[src/rtl/read_seq_ctrl_pkg.sv]
// Shared MMU definitions: read-sequencer FSM encoding and the generator mode bit-fields.
package read_seq_ctrl_pkg;

    typedef enum logic [1:0] {
        StIdle  = 2'd0,
        StClear = 2'd1,
        StRun   = 2'd2,
        StDone  = 2'd3
    } seq_state_e;

    // Mode field layout as decoded by the address generator.
    localparam int unsigned ModeConvBit    = 0;
    localparam int unsigned ModePoolBit    = 1;
    localparam int unsigned ModeStrideLsb  = 2;
    localparam int unsigned ModeStrideMsb  = 3;
    localparam int unsigned ModeTransBit   = 4;

endpackage

[src/rtl/read_seq_ctrl.sv]
// Read-job sequencer: clears the address generator, steps it through num_rows rows and
// reports completion; abort cancels from any state and stall freezes generator advance.
module read_seq_ctrl
    import read_seq_ctrl_pkg::*;
#(
    parameter int unsigned DIM_OUTPUT_NEURONS = 8,
    parameter int unsigned DIM_MODE           = 5
) (
    input  logic                          clk,
    input  logic                          rst,
    input  logic                          start,
    input  logic                          abort,
    input  logic [DIM_MODE-1:0]           mode_in,
    input  logic [DIM_OUTPUT_NEURONS-1:0] num_rows,
    input  logic                          use_stack_in,
    input  logic                          stall,
    input  logic                          valid_data,
    output logic                          gen_en,
    output logic                          gen_clr,
    output logic [DIM_MODE-1:0]           mode,
    output logic                          use_stack,
    output logic                          rd_strobe,
    output logic [DIM_OUTPUT_NEURONS-1:0] row_idx,
    output logic                          busy,
    output logic                          done
);

    localparam logic [DIM_OUTPUT_NEURONS-1:0] RowOne = DIM_OUTPUT_NEURONS'(1);

    seq_state_e                    state_q, state_d;
    logic [DIM_OUTPUT_NEURONS-1:0] row_idx_q, row_idx_d;
    logic [DIM_OUTPUT_NEURONS-1:0] rows_q, rows_d;
    logic [DIM_MODE-1:0]           mode_q, mode_d;
    logic                          use_stack_q, use_stack_d;

    always_ff @(posedge clk) begin
        if (rst) begin
            state_q     <= StIdle;
            row_idx_q   <= '0;
            rows_q      <= '0;
            mode_q      <= '0;
            use_stack_q <= 1'b0;
        end else begin
            state_q     <= state_d;
            row_idx_q   <= row_idx_d;
            rows_q      <= rows_d;
            mode_q      <= mode_d;
            use_stack_q <= use_stack_d;
        end
    end

    always_comb begin
        state_d     = state_q;
        row_idx_d   = row_idx_q;
        rows_d      = rows_q;
        mode_d      = mode_q;
        use_stack_d = use_stack_q;
        gen_en      = 1'b0;
        gen_clr     = 1'b0;
        done        = 1'b0;

        unique case (state_q)
            StIdle: begin
                // A start coinciding with abort is dropped.
                if (start && !abort) begin
                    rows_d      = num_rows;
                    mode_d      = mode_in;
                    use_stack_d = use_stack_in;
                    row_idx_d   = '0;
                    state_d     = StClear;
                end
            end
            StClear: begin
                gen_clr = 1'b1;
                if (abort) begin
                    state_d = StIdle;
                end else if (rows_q == '0) begin
                    state_d = StDone;
                end else begin
                    state_d = StRun;
                end
            end
            StRun: begin
                if (abort) begin
                    gen_clr = 1'b1;
                    state_d = StIdle;
                end else begin
                    gen_en = !stall;
                    // valid_data only counts while the generator is actually enabled.
                    if (valid_data && !stall) begin
                        if (row_idx_q == rows_q - RowOne) begin
                            state_d = StDone;
                        end else begin
                            row_idx_d = row_idx_q + RowOne;
                        end
                    end
                end
            end
            StDone: begin
                gen_clr = 1'b1;
                done    = !abort;
                state_d = StIdle;
            end
            default: begin
                state_d = StIdle;
            end
        endcase
    end

    assign rd_strobe = gen_en;
    assign busy      = (state_q != StIdle);
    assign row_idx   = row_idx_q;
    assign mode      = mode_q;
    assign use_stack = use_stack_q;

endmodule

[config.mk]
export PLATFORM = sky130hd
export DESIGN_NAME = read_seq_ctrl
export DESIGN_NICKNAME = d
export VERILOG_FILES = /design/src/rtl/read_seq_ctrl_pkg.sv /design/src/rtl/read_seq_ctrl.sv
export SDC_FILE = /design/constraint.sdc
export NUM_CORES = 1
export LEC_CHECK = 0
export ABC_AREA = 1
export CAP_MARGIN = 20
export CORE_ASPECT_RATIO = 0.6
export CORE_UTILIZATION = 25
export CTS_BUF_LIST = sky130_fd_sc_hd__clkbuf_2
export DETAILED_ROUTE_END_ITERATION = 12
export PLACE_DENSITY_LB_ADDON = 0.12
export SETUP_SLACK_MARGIN = 0.15
export SLEW_MARGIN = 20
export SYNTH_ARGS = -nofsm -noshare
export SYNTH_HDL_FRONTEND = slang
export SYNTH_SLANG_ARGS = --single-unit
[constraint.sdc]
create_clock -name clk -period 2.4 [get_ports clk]
set_clock_uncertainty 0.1 [all_clocks]
set_input_delay 0.24 -clock clk [delete_from_list [all_inputs] [get_ports clk]]
set_output_delay 0.24 -clock clk [all_outputs]
set_load 0.005 [all_outputs]
-- Yosys cells after proc, flatten, opt, wreduce, memory -nomap -nowiden
Cells that the tools add are included.
- bits in registers: 24
- output and inout port bits: 19
- logic and storage cells: 46
- $add $sub $neg: 2
- equal/unequal tests: 10
- muxes and demuxes: 17
- reduce and logical (&&, ||, !) cells: 12
- operator list (operator ; number):
    8-bit two-way mux ; 4
    8-bit one-hot mux with 2 select lines ; 1
    2-bit two-way mux ; 5
    8-bit by 1-bit adder with 8-bit output, second input constant ; 1
    8-bit equality test ; 1
    8-bit zero test ; 1
    2-bit != test, second input constant ; 4
    2-bit one-hot mux with 4 select lines ; 1
    8-bit by 1-bit subtractor with 8-bit output, second input constant ; 1
    3-bit != test, second input constant ; 2
    1-bit two-way mux ; 5
    5-bit AND reduction ; 1
    2-bit equality test, second input constant ; 2
    2-bit nonzero test ; 2
    3-bit AND reduction ; 1
    2-bit by 1-bit equality test with 1-bit output, second input constant ; 1
    1-bit logical AND ; 2
    1-bit zero test ; 2
    2-bit zero test ; 1
    1-bit one-hot mux with 2 select lines ; 1
    2-bit AND reduction ; 1
    2-bit OR reduction ; 1

-- Logic depth before layout (Yosys ltp)
Gate-level depths: netlist of run 1.
- depth after elaboration: 6
- gate-level depth with buffers: 14
- gate-level depth less buffers: 14

-- Worst setup path before layout of run 1
OpenSTA, ideal clock, no wires.
- path kind: reg2reg
- start: register rows_q[0]
- end: register row_idx_q[3] (netlist: row_idx[3])
- library setup time: 0.068 ns
- arrival: 1.639 ns
- data required time: 2.232 ns
- setup slack: 0.593 ns
- cell stages (with the launch flop): 14
- buffers on the path: 0
- path through: dfxtp_1 -> inv_1 -> ha_1 -> nand2_1 -> inv_1 -> nor2_1 -> nand2_1 -> nor2_1 -> nand3_1 -> nor2_4 -> nand3_4 -> nand2_4 -> nand2_1 -> a21oi_2
- longest elaborated chain between the ends: 4
- ends and longest elaborated chain (element ; line ; RTL):
    start, declared ; read_seq_ctrl.sv:32 ; logic [DIM_OUTPUT_NEURONS-1:0] rows_q, rows_d;
    start signal, assigned ; read_seq_ctrl.sv:46 ; rows_q <= rows_d;
    8-bit by 1-bit subtractor with 8-bit output ; read_seq_ctrl.sv:91 ; if (row_idx_q == rows_q - RowOne) begin
    8-bit equality test ; read_seq_ctrl.sv:91 ;
    2-bit != test (no source line) ; n/a ;
    5-bit AND reduction (no source line) ; n/a ;
    end signal, assigned ; read_seq_ctrl.sv:45 ; row_idx_q <= row_idx_d;
    end, declared ; read_seq_ctrl.sv:31 ; logic [DIM_OUTPUT_NEURONS-1:0] row_idx_q, row_idx_d;
Every way passes these cells.
A chain may end at the register's enable or synchronous reset.

-- Final worst setup path of run 1
- start: input port abort
- end: output port gen_clr
- longest elaborated chain between the ends: 2
- ends and longest elaborated chain (element ; line ; RTL):
    start, declared ; read_seq_ctrl.sv:12 ; input logic abort,
    1-bit two-way mux ; read_seq_ctrl.sv:84 ; if (abort) begin
    1-bit one-hot mux with 2 select lines ; read_seq_ctrl.sv:62 ; unique case (state_q)
    end, declared ; read_seq_ctrl.sv:19 ; output logic gen_clr,
Every way passes these cells.

==> impl_metrics.env, run 1 <==
export IMPL_outcome="completed"
export IMPL_floorplan_initialDensity_pct=26.12
export IMPL_worst_slew_pin_transition_ns=0.4258
export IMPL_p_leak_uw=0.0007957
export IMPL_layout_worst_path_cycle_share_pct=92.28
export IMPL_initialDrtViolationCount=52
export IMPL_max_root_sink_buffers=2
export IMPL_wl_met3_um=221
export IMPL_clock_sinks=24
export IMPL_critPathLaunch="abort"
export IMPL_finalHoldViolations=0
export IMPL_fp_dieW_um=101.0
export IMPL_power_density_mw_per_mm2=448.3
export IMPL_root_buffer="clkbuf_2"
export IMPL_cts_htree_levels=1
export IMPL_layout_min_cycle_time_ns=2.215
export IMPL_top_level_ports=39
export IMPL_synthesis_area_per_instance_um2=6.677
export IMPL_final_setup_tns_ns=0
export IMPL_drt_total_wl_mm=3.804
export IMPL_die_h_um=61.38
export IMPL_wl_met1_mm=2.213
export IMPL_report_final_slew_viol_count=0
export IMPL_setup_worst_path_start_class="input port"
export IMPL_drc=0
export IMPL_vdd_drop_max_uv=177.8
export IMPL_cellInternalPower_uw=585.6
export IMPL_die_area_mm2=0.006196
export IMPL_unrepaired_setup_endpoints_after_global_routing="false"
export IMPL_clk_pin_slew_ns=0.24
export IMPL_finish_instance_area_mm2=0.001983
export IMPL_mostFrequentLayoutCells="46 x nand2_1, 40 x nor2_1, 37 x clkdlybuf4s50_1"
export IMPL_first_global_vias=1216
export IMPL_design_core_area_mm2=0.005623
export IMPL_hp_start="mode_in[1]"
export IMPL_hold_path_class="input port to flop"
export IMPL_synth_cell_types=26
export IMPL_asr_flop_ratio_synth_pct=0
export IMPL_routed_top_layer="met4"
export IMPL_number_of_antenna_violations_at_the_first_check_in_global_routing=0
export IMPL_clkPwrFrac_pct=18.9
export IMPL_synth_seq_cells=24
export IMPL_syn_area_mm2=0.001469
export IMPL_fmax_ghz=0.4515
export IMPL_antenna_cells_inserted=0
export IMPL_data_arrival_time_of_the_critical_path_ns=1.87
export IMPL_wire_length_of_the_first_global_routing_pass_mm=6.099
export IMPL_edff_count_synth=0
export IMPL_remaining_max_slew_budget_at_the_tightest_pin_pct=71.58
export IMPL_timing_rr_start="rows_q[0]"
export IMPL_postSynthCellCount=220
export IMPL_synthesis_nets=242
export IMPL_crit_path_max_fanout=5
export IMPL_grt_remaining_overflow=0
export IMPL_total_switching_power_uw=303.5
export IMPL_ys_warn_count=0
export IMPL_final_report_setup_violation_count=0
export IMPL_number_of_max_cap_violations=0
export IMPL_via_count=1423
export IMPL_post_route_cells_drive_above_1_share_pct=13.85
export IMPL_grtUsageTotal_pct=13.29
export IMPL_detailed_place_hpwl_mm=2.994
export IMPL_clock_tree_from_tritoncts="built"
export IMPL_layout_cells_most_common="nand2_1"
export IMPL_cts_inserted_buffers=3
export IMPL_detail_route_first_pass_iterations=4
export IMPL_routabilityCongestion=0.7600
export IMPL_via_per_inst=4.185
export IMPL_flow_area_growth_from_synthesis_pct=35.01
export IMPL_placementRows=21
export IMPL_worstPathRequired_ns=2.06
export IMPL_worst_setup_path_type="input port to primary output"
export IMPL_crit_path_end_kind="primary output"
export IMPL_wl_met2_mm=1.351
export IMPL_p_sw_share_pct=34.13
export IMPL_finalCoreUtilization_pct=35.27
export IMPL_comb_power_share_pct=30.9
export IMPL_postCtsHoldBufs=0
export IMPL_residual_antenna_violating_net_count_after_detailed_routing=0
export IMPL_nets=283
export IMPL_grt_start_max_net_pins=22
export IMPL_io_buffer_count=38
export IMPL_yosysSeqAreaShare_pct=32.71
export IMPL_synth_ff_type="dfxtp_1"
export IMPL_dpl_cell_area_mm2=0.001944
export IMPL_routedWlPerCell_um=11.19
export IMPL_clk_latency_ns=0.35
export IMPL_power_frac_seq_pct=50.2
-- layer usage --
metal  GRT usage [%]  vias up
met5               0        -
met2           17.91       35
li1                -      781
met4           1.863        0
met1           20.60      605
met3           4.086        2
-- critical path, stage by stage --
cell and delay, ns:
clkdlybuf4s50_1 0.65, inv_1 0.12, o21ai_0 0.29, clkdlybuf4s50_1 0.56
-- cells in the mapped netlist (2+ instances only) --
library cell	n	area share, %
a21oi_1	9	3.1
a21oi_2	5	3.0
clkbuf_1	4	1.0
dfxtp_1	24	33
ha_1	2	1.7
inv_1	22	5.6
inv_2	4	1.0
nand2_1	46	12
nand2_2	2	0.85
nand3_1	17	5.8
nand4_1	2	0.85
nor2_1	41	10
nor2_2	4	1.7
nor2_4	4	3.1
nor3_1	2	0.68
nor3b_1	2	1.0
o21ai_0	18	6.1
xor2_1	4	2.4
-- flip-flops by register name (all words and copies together), names as in the netlist --
register   count
use_stack      1
rows_q         8
mode           5
row_idx        8
state_q        2
-- final timing paths --
| kind | endpoint | slack (ns) | cells past startpoint |
|---|---|---|---|
| max reg2reg | row_idx[2] | 0.42 | 13 |
| min | mode[1] | 0.32 | 3 |
| min reg2reg | rows_q[1] | 0.41 | 2 |
| max | gen_clr | 0.19 | 4 |
-- logic make-up (layout without fill, tap and decap cells) --
kind of cell               count (synthesis)  count (layout)  synth area share, %
DFF                                       24              24                32.71
xor gates and xnor gates                   6               6                4.514
and+or+nand+nor                          123             123                39.27
buffers and inverters                     32              72                8.517
adders and majority gates                  2               2                1.703
AOI/OAI and AO/OA                         33              33                13.29
-- power by group through the flow --
stage	clock network [µW]	logic [µW]	registers, µW
2_1_floorplan	0	168	450
3_3_place_gp	0	277	454
3_5_place_dp	0	273	453
4_1_cts	180	276	446
5_1_grt	194	311	450
6_report	168	275	446
-- layout make-up --
cell class / instances / area (µm²)
fillers: 647 / 3640
multi-input cells: 164 / 868.3
flip-flops and latches: 24 / 483.0
repair buffers: 42 / 412.9
inverters: 26 / 100.1
well taps: 80 / 100.1
clock buffers: 3 / 15.01
clock inverters: 1 / 3.754
-- metrics by stage --
stage / hold WS [ns] / worst slack (ns) / total power, µW / cells
after CTS: 0.3032 / 0.1554 / 903.2 / 340
after global placement: 0.3897 / 0.2139 / 730.4 / 335
after global routing: 0.2928 / 0.1582 / 956.1 / 340
after floorplan: 0.2749 / 0.5933 / 618.8 / 220
after detailed placement: 0.3870 / 0.2155 / 726.6 / 335
final: 0.3233 / 0.1852 / 889.1 / 340
-- what timing repair did --
item,4_1_cts,5_1_grt
setup buffers,1,0
gates resized for setup,1,7
pin swaps,1,2
setup endpoints to repair,2,9
Power figures use the tool's default switching activity.
==> inputs of run 2 (changes only) <==
- PLACE_DENSITY_LB_ADDON: 0.12 -> default
==> run 2 against run 1 <==
Clock power about the same. Final cell count increased by 0.29%. First-iteration DRC count increased by 56%. Critical path depth increased by 3. Critical path type is now flop to primary output. Via count increased by 0.77%. Largest power group unchanged.
==> impl_metrics.env, run 2 (synthesis gave the netlist of run 1 again) <==
export IMPL_detailed_place_hpwl_mm=2.975
export IMPL_layout_min_cycle_time_ns=2.110
export IMPL_worstPathRequired_ns=2.06
export IMPL_fmax_ghz=0.4739
export IMPL_antenna_cells_inserted=0
export IMPL_fp_dieW_um=101.0
export IMPL_unrepaired_setup_endpoints_after_global_routing="false"
export IMPL_flow_area_growth_from_synthesis_pct=35.26
export IMPL_placementRows=21
export IMPL_reg_to_reg_slack_setup_ns=0.41
export IMPL_cellInternalPower_uw=585.5
export IMPL_grtUsageTotal_pct=13.62
export IMPL_drc=0
export IMPL_crit_path_max_fanout=8
export IMPL_via_per_inst=4.205
export IMPL_remaining_max_slew_budget_at_the_tightest_pin_pct=70.30
export IMPL_total_switching_power_uw=301.1
export IMPL_report_final_slew_viol_count=0
export IMPL_worst_slew_pin_transition_ns=0.4450
export IMPL_mostFrequentLayoutCells="46 x nand2_1, 40 x nor2_1, 37 x clkdlybuf4s50_1"
export IMPL_clk_latency_ns=0.37
export IMPL_grt_remaining_overflow=0
export IMPL_drt_total_wl_mm=3.793
export IMPL_design_core_area_mm2=0.005623
export IMPL_clock_sinks=24
export IMPL_post_route_cells_drive_above_1_share_pct=13.03
export IMPL_clock_tree_from_tritoncts="built"
export IMPL_p_sw_share_pct=33.96
export IMPL_grt_start_max_net_pins=22
export IMPL_cts_inserted_buffers=3
export IMPL_r2r_end="row_idx[4]"
export IMPL_power_frac_seq_pct=50.4
export IMPL_worstRegToRegCells=13
export IMPL_layout_worst_path_cycle_share_pct=87.92
export IMPL_clk_pin_slew_ns=0.26
export IMPL_initialDrtViolationCount=81
export IMPL_first_global_vias=1341
export IMPL_finalHoldViolations=0
export IMPL_power_density_mw_per_mm2=446.2
export IMPL_top_level_ports=39
export IMPL_number_of_antenna_violations_at_the_first_check_in_global_routing=0
export IMPL_timing_rr_start="rows_q[0]"
export IMPL_critPathLaunch="state_q[1]"
export IMPL_setup_worst_path_start_class="flop"
export IMPL_hold_path_class="input port to flop"
export IMPL_fillers=616
export IMPL_comb_power_share_pct=30.6
export IMPL_wire_length_of_the_first_global_routing_pass_mm=6.417
export IMPL_postCtsHoldBufs=0
export IMPL_die_h_um=61.38
export IMPL_vdd_drop_max_uv=248.6
export IMPL_routabilityCongestion=0.8343
export IMPL_p_leak_uw=0.0008015
export IMPL_routedWlPerCell_um=11.12
export IMPL_finalCoreUtilization_pct=35.34
export IMPL_io_buffer_count=38
export IMPL_crit_path_max_incr_delay_ns=0.50
export IMPL_residual_antenna_violating_net_count_after_detailed_routing=0
export IMPL_via_count=1434
export IMPL_crit_path_end_kind="primary output"
export IMPL_die_area_mm2=0.006196
export IMPL_final_report_setup_violation_count=0
export IMPL_floorplan_initialDensity_pct=26.12
export IMPL_cts_htree_levels=1
export IMPL_detail_route_first_pass_iterations=4
export IMPL_root_buffer="clkbuf_2"
export IMPL_cp_cell_sequence="inv_1, nor2_4, inv_4, nor2_4, inv_2, nor2_2, clkdlybuf4s50_1"
export IMPL_final_setup_tns_ns=0
export IMPL_critPathCapture="rd_strobe"
export IMPL_clkPwrFrac_pct=19.0
export IMPL_timing_critical_path_slowest_stage_cell="clkdlybuf4s50_1"
export IMPL_max_root_sink_buffers=2
export IMPL_nets=284
export IMPL_crit_top_cell="nor2_4"
export IMPL_data_arrival_time_of_the_critical_path_ns=1.77
export IMPL_outcome="completed"
export IMPL_layout_cells_most_common="nand2_1"
export IMPL_number_of_max_cap_violations=0
export IMPL_worst_setup_path_type="flop to primary output"
## run 2: cell types whose count changed in the layout (fill, tap and decap cells not counted)
cell     delta
buf_4       +1
dfxtp_1     +1
dfxtp_2     -1
ha_1        +1
ha_2        -1
inv_1       +1
inv_2       -1
## run 2: power by group through the flow
stage	clock network (µW)	logic [µW]	registers (µW)
floorplan	0	168	450
global placement	0	268	454
detailed placement	0	270	455
CTS	176	274	447
global route	193	309	451
finish	169	271	447
## run 2: through the flow
step	worst slack (ns)	instances	total power [µW]	instance area, µm²	hold WS, ns
floorplan	0.5933	220	618.8	1469	0.2749
global placement	0.3489	335	722.7	1944	0.3920
detailed placement	0.3115	335	724.7	1944	0.3955
CTS	0.1657	341	897.7	1979	0.3066
global route	0.1561	341	952.4	1987	0.3051
finish	0.2899	341	886.6	1987	0.3082
## run 2: worst min-delay path by stage
stage	startpoint	to	slack [ns]	cells after the start
3_5_place_dp	rows_q[1]	rows_q[1]	0.40	2
6_report	num_rows[5]	rows_q[5]	0.31	3
3_3_place_gp	mode[3]	mode[3]	0.39	2
5_1_grt	mode_in[2]	mode[2]	0.31	3
2_1_floorplan	mode_in[0]	mode[0]	0.27	2
4_1_cts	num_rows[5]	rows_q[5]	0.31	3
## run 2: area by class of cell
cell class,count,area [µm²],area share (%)
Clock buffer,3,15.01,0.7557
Multi-Input combinational cell,164,865.8,43.58
Timing Repair Buffer,43,420.4,21.16
Sequential cell,24,481.7,24.24
Tap cell,80,100.1,5.038
Clock inverter,1,3.754,0.1889
Inverter,26,100.1,5.038
## run 2: critical path: cells and delay by family (launching register included)
kind | cells | cell delay (ns)
buf+inv | 4 | 0.72
flops | 1 | 0.39
simple gates | 3 | 0.29
## run 2: what timing repair did
| action | in CTS | in global routing |
|---|---|---|
| buffers inserted | 2 | 0 |
| pin swaps | 1 | 1 |
| setup endpoints to repair | 2 | 2 |
| gates resized for setup | 1 | 4 |
## run 2: metal layers
| metal | part of all wire, % | GRT usage, % | vias to the layer above | routed length [µm] |
|---|---|---|---|---|
| met5 | 0 | 0 | - | 0 |
| met4 | 0.26 | 1.242 | 0 | 10 |
| met3 | 5.8 | 3.632 | 2 | 220 |
| met2 | 39 | 19.57 | 34 | 1464 |
| met1 | 55 | 20.80 | 620 | 2098 |
| li1 | - | - | 778 | - |
==> inputs of run 3 (changes only) <==
- SKIP_CTS_REPAIR_TIMING: default -> 1
- SKIP_LAST_GASP: default -> 1
==> run 3 against run 2 <==
Utilization down 0.089 points. Setup slack better by 0.020 ns. Clock-buffer cell count unchanged. Via count down 0.28%. Wire length down 0.37%. Critical endpoint is now gen_clr. Final cell count down 0.29%. Sequential power about the same. Design area down 0.25%. Worst hold slack worse by 0.0029 ns. Global-route usage down 0.13 points. Clock power about the same. Register-to-register slack about the same.
==> impl_metrics.env, run 3 (synthesis gave the netlist of run 1 again) <==
export IMPL_remaining_max_slew_budget_at_the_tightest_pin_pct=70.37
export IMPL_number_of_max_cap_violations=0
export IMPL_drt_total_wl_mm=3.779
export IMPL_data_arrival_time_of_the_critical_path_ns=1.75
export IMPL_clock_tree_from_tritoncts="built"
export IMPL_via_count=1430
export IMPL_whs_endpoint="rows_q[5]"
export IMPL_number_of_antenna_violations_at_the_first_check_in_global_routing=0
export IMPL_detailed_place_hpwl_mm=2.975
export IMPL_die_area_mm2=0.006196
export IMPL_layout_cells_most_common="nand2_1"
export IMPL_p_leak_uw=0.0008134
export IMPL_crit_path_max_fanout=5
export IMPL_first_global_vias=1332
export IMPL_clock_sinks=24
export IMPL_hp_start="num_rows[5]"
export IMPL_grtUsageTotal_pct=13.49
export IMPL_placementRows=21
export IMPL_finalHoldViolations=0
export IMPL_grt_start_max_net_pins=22
export IMPL_crit_path_end_kind="primary output"
export IMPL_dpl_cell_area_mm2=0.001944
export IMPL_die_h_um=61.38
export IMPL_worst_slew_pin_transition_ns=0.4440
export IMPL_outcome="completed"
export IMPL_finish_instance_area_mm2=0.001982
export IMPL_cts_htree_levels=1
export IMPL_wl_met1_mm=2.101
export IMPL_timing_rr_start="rows_q[0]"
export IMPL_holdPathStages=3
export IMPL_flow_area_growth_from_synthesis_pct=34.92
export IMPL_report_final_slew_viol_count=0
export IMPL_io_buffer_count=38
export IMPL_layout_min_cycle_time_ns=2.090
export IMPL_fillers=616
export IMPL_root_buffer="clkbuf_2"
export IMPL_initialDrtViolationCount=66
export IMPL_residual_antenna_violating_net_count_after_detailed_routing=0
export IMPL_unrepaired_setup_endpoints_after_global_routing="false"
export IMPL_design_core_area_mm2=0.005623
export IMPL_grt_remaining_overflow=0
export IMPL_final_report_setup_violation_count=0
export IMPL_worst_setup_path_type="input port to primary output"
export IMPL_wl_met2_mm=1.446
export IMPL_setup_worst_path_start_class="input port"
export IMPL_detail_route_first_pass_iterations=4
export IMPL_wl_met3_um=222
export IMPL_max_root_sink_buffers=2
export IMPL_routedWlPerCell_um=11.11
export IMPL_routed_top_layer="met4"
export IMPL_vdd_drop_max_uv=248.9
export IMPL_drc=0
export IMPL_power_density_mw_per_mm2=447.3
export IMPL_fmax_ghz=0.4785
export IMPL_clk_latency_ns=0.37
export IMPL_floorplan_initialDensity_pct=26.12
export IMPL_mostFrequentLayoutCells="46 x nand2_1, 40 x nor2_1, 36 x clkdlybuf4s50_1"
export IMPL_place_worst_setup_slack_ns=0.3115
export IMPL_antenna_cells_inserted=0
export IMPL_clk_pin_slew_ns=0.27
export IMPL_worstPathRequired_ns=2.06
export IMPL_via_per_inst=4.206
export IMPL_post_route_cells_drive_above_1_share_pct=12.69
export IMPL_fp_dieW_um=101.0
export IMPL_routabilityCongestion=0.8343
export IMPL_hold_path_class="input port to flop"
export IMPL_postLayoutSetupSlackWorst_ns=0.3100
export IMPL_worstRegToRegCells=13
export IMPL_wire_length_of_the_first_global_routing_pass_mm=6.361
export IMPL_critPathLaunch="abort"
export IMPL_cts_inserted_buffers=3
export IMPL_reg_to_reg_slack_setup_ns=0.41
export IMPL_top_level_ports=39
export IMPL_layout_worst_path_cycle_share_pct=87.09
export IMPL_r2r_end="row_idx[4]"
export IMPL_nets=283
[run 3: routing by layer]
| layer | track usage [%] | vias up |
|---|---|---|
| li1 | - | 776 |
| met1 | 20.66 | 618 |
| met2 | 19.28 | 34 |
| met3 | 3.632 | 2 |
| met4 | 1.242 | 0 |
| met5 | 0 | - |
[run 3: final cells by class]
| type | instances | area, µm² | area share (%) |
|---|---|---|---|
| multi-input combinational | 164 | 865.8 | 43.69 |
| sequential | 24 | 481.7 | 24.31 |
| timing repair buffer | 42 | 415.4 | 20.96 |
| inverter | 26 | 100.1 | 5.051 |
| tap | 80 | 100.1 | 5.051 |
| clock buffer | 3 | 15.01 | 0.7576 |
| clock inverter | 1 | 3.754 | 0.1894 |
[run 3: worst max-delay path, stage by stage]
cell and delay, ns:
clkdlybuf4s50_1 0.65, inv_1 0.11, o21ai_0 0.21, clkdlybuf4s50_1 0.54
[run 3: where the power goes]
group          internal [µW]  switching (µW)  total (µW)
clock network           36.2             133         169
registers                424            23.0         447
logic                    125             146         270
total                    585             302         887
[run 3: worst max-delay path by stage]
stage                            end  depth (start not counted)  slack (ns)
final                        gen_clr                          4        0.31
after global routing      row_idx[4]                         12        0.17
after CTS                     gen_en                          7       -0.02
after detailed placement     gen_clr                          4        0.31
after global placement       gen_clr                          4        0.35
after floorplan           row_idx[3]                         13        0.59
[run 3: through the flow]
stage                     utilization [%]  hold WS [ns]  std cells  power (µW)  setup TNS [ns]
after global routing                35.25        0.3051        340       951.2               0
after CTS                           34.91        0.3066        339       895.3        -0.03583
after floorplan                         -        0.2749        220       618.8               0
after detailed placement            34.58        0.3955        335       724.7               0
final                               35.25        0.3053        340       886.5               0
after global placement              34.58        0.3920        335       722.7               0
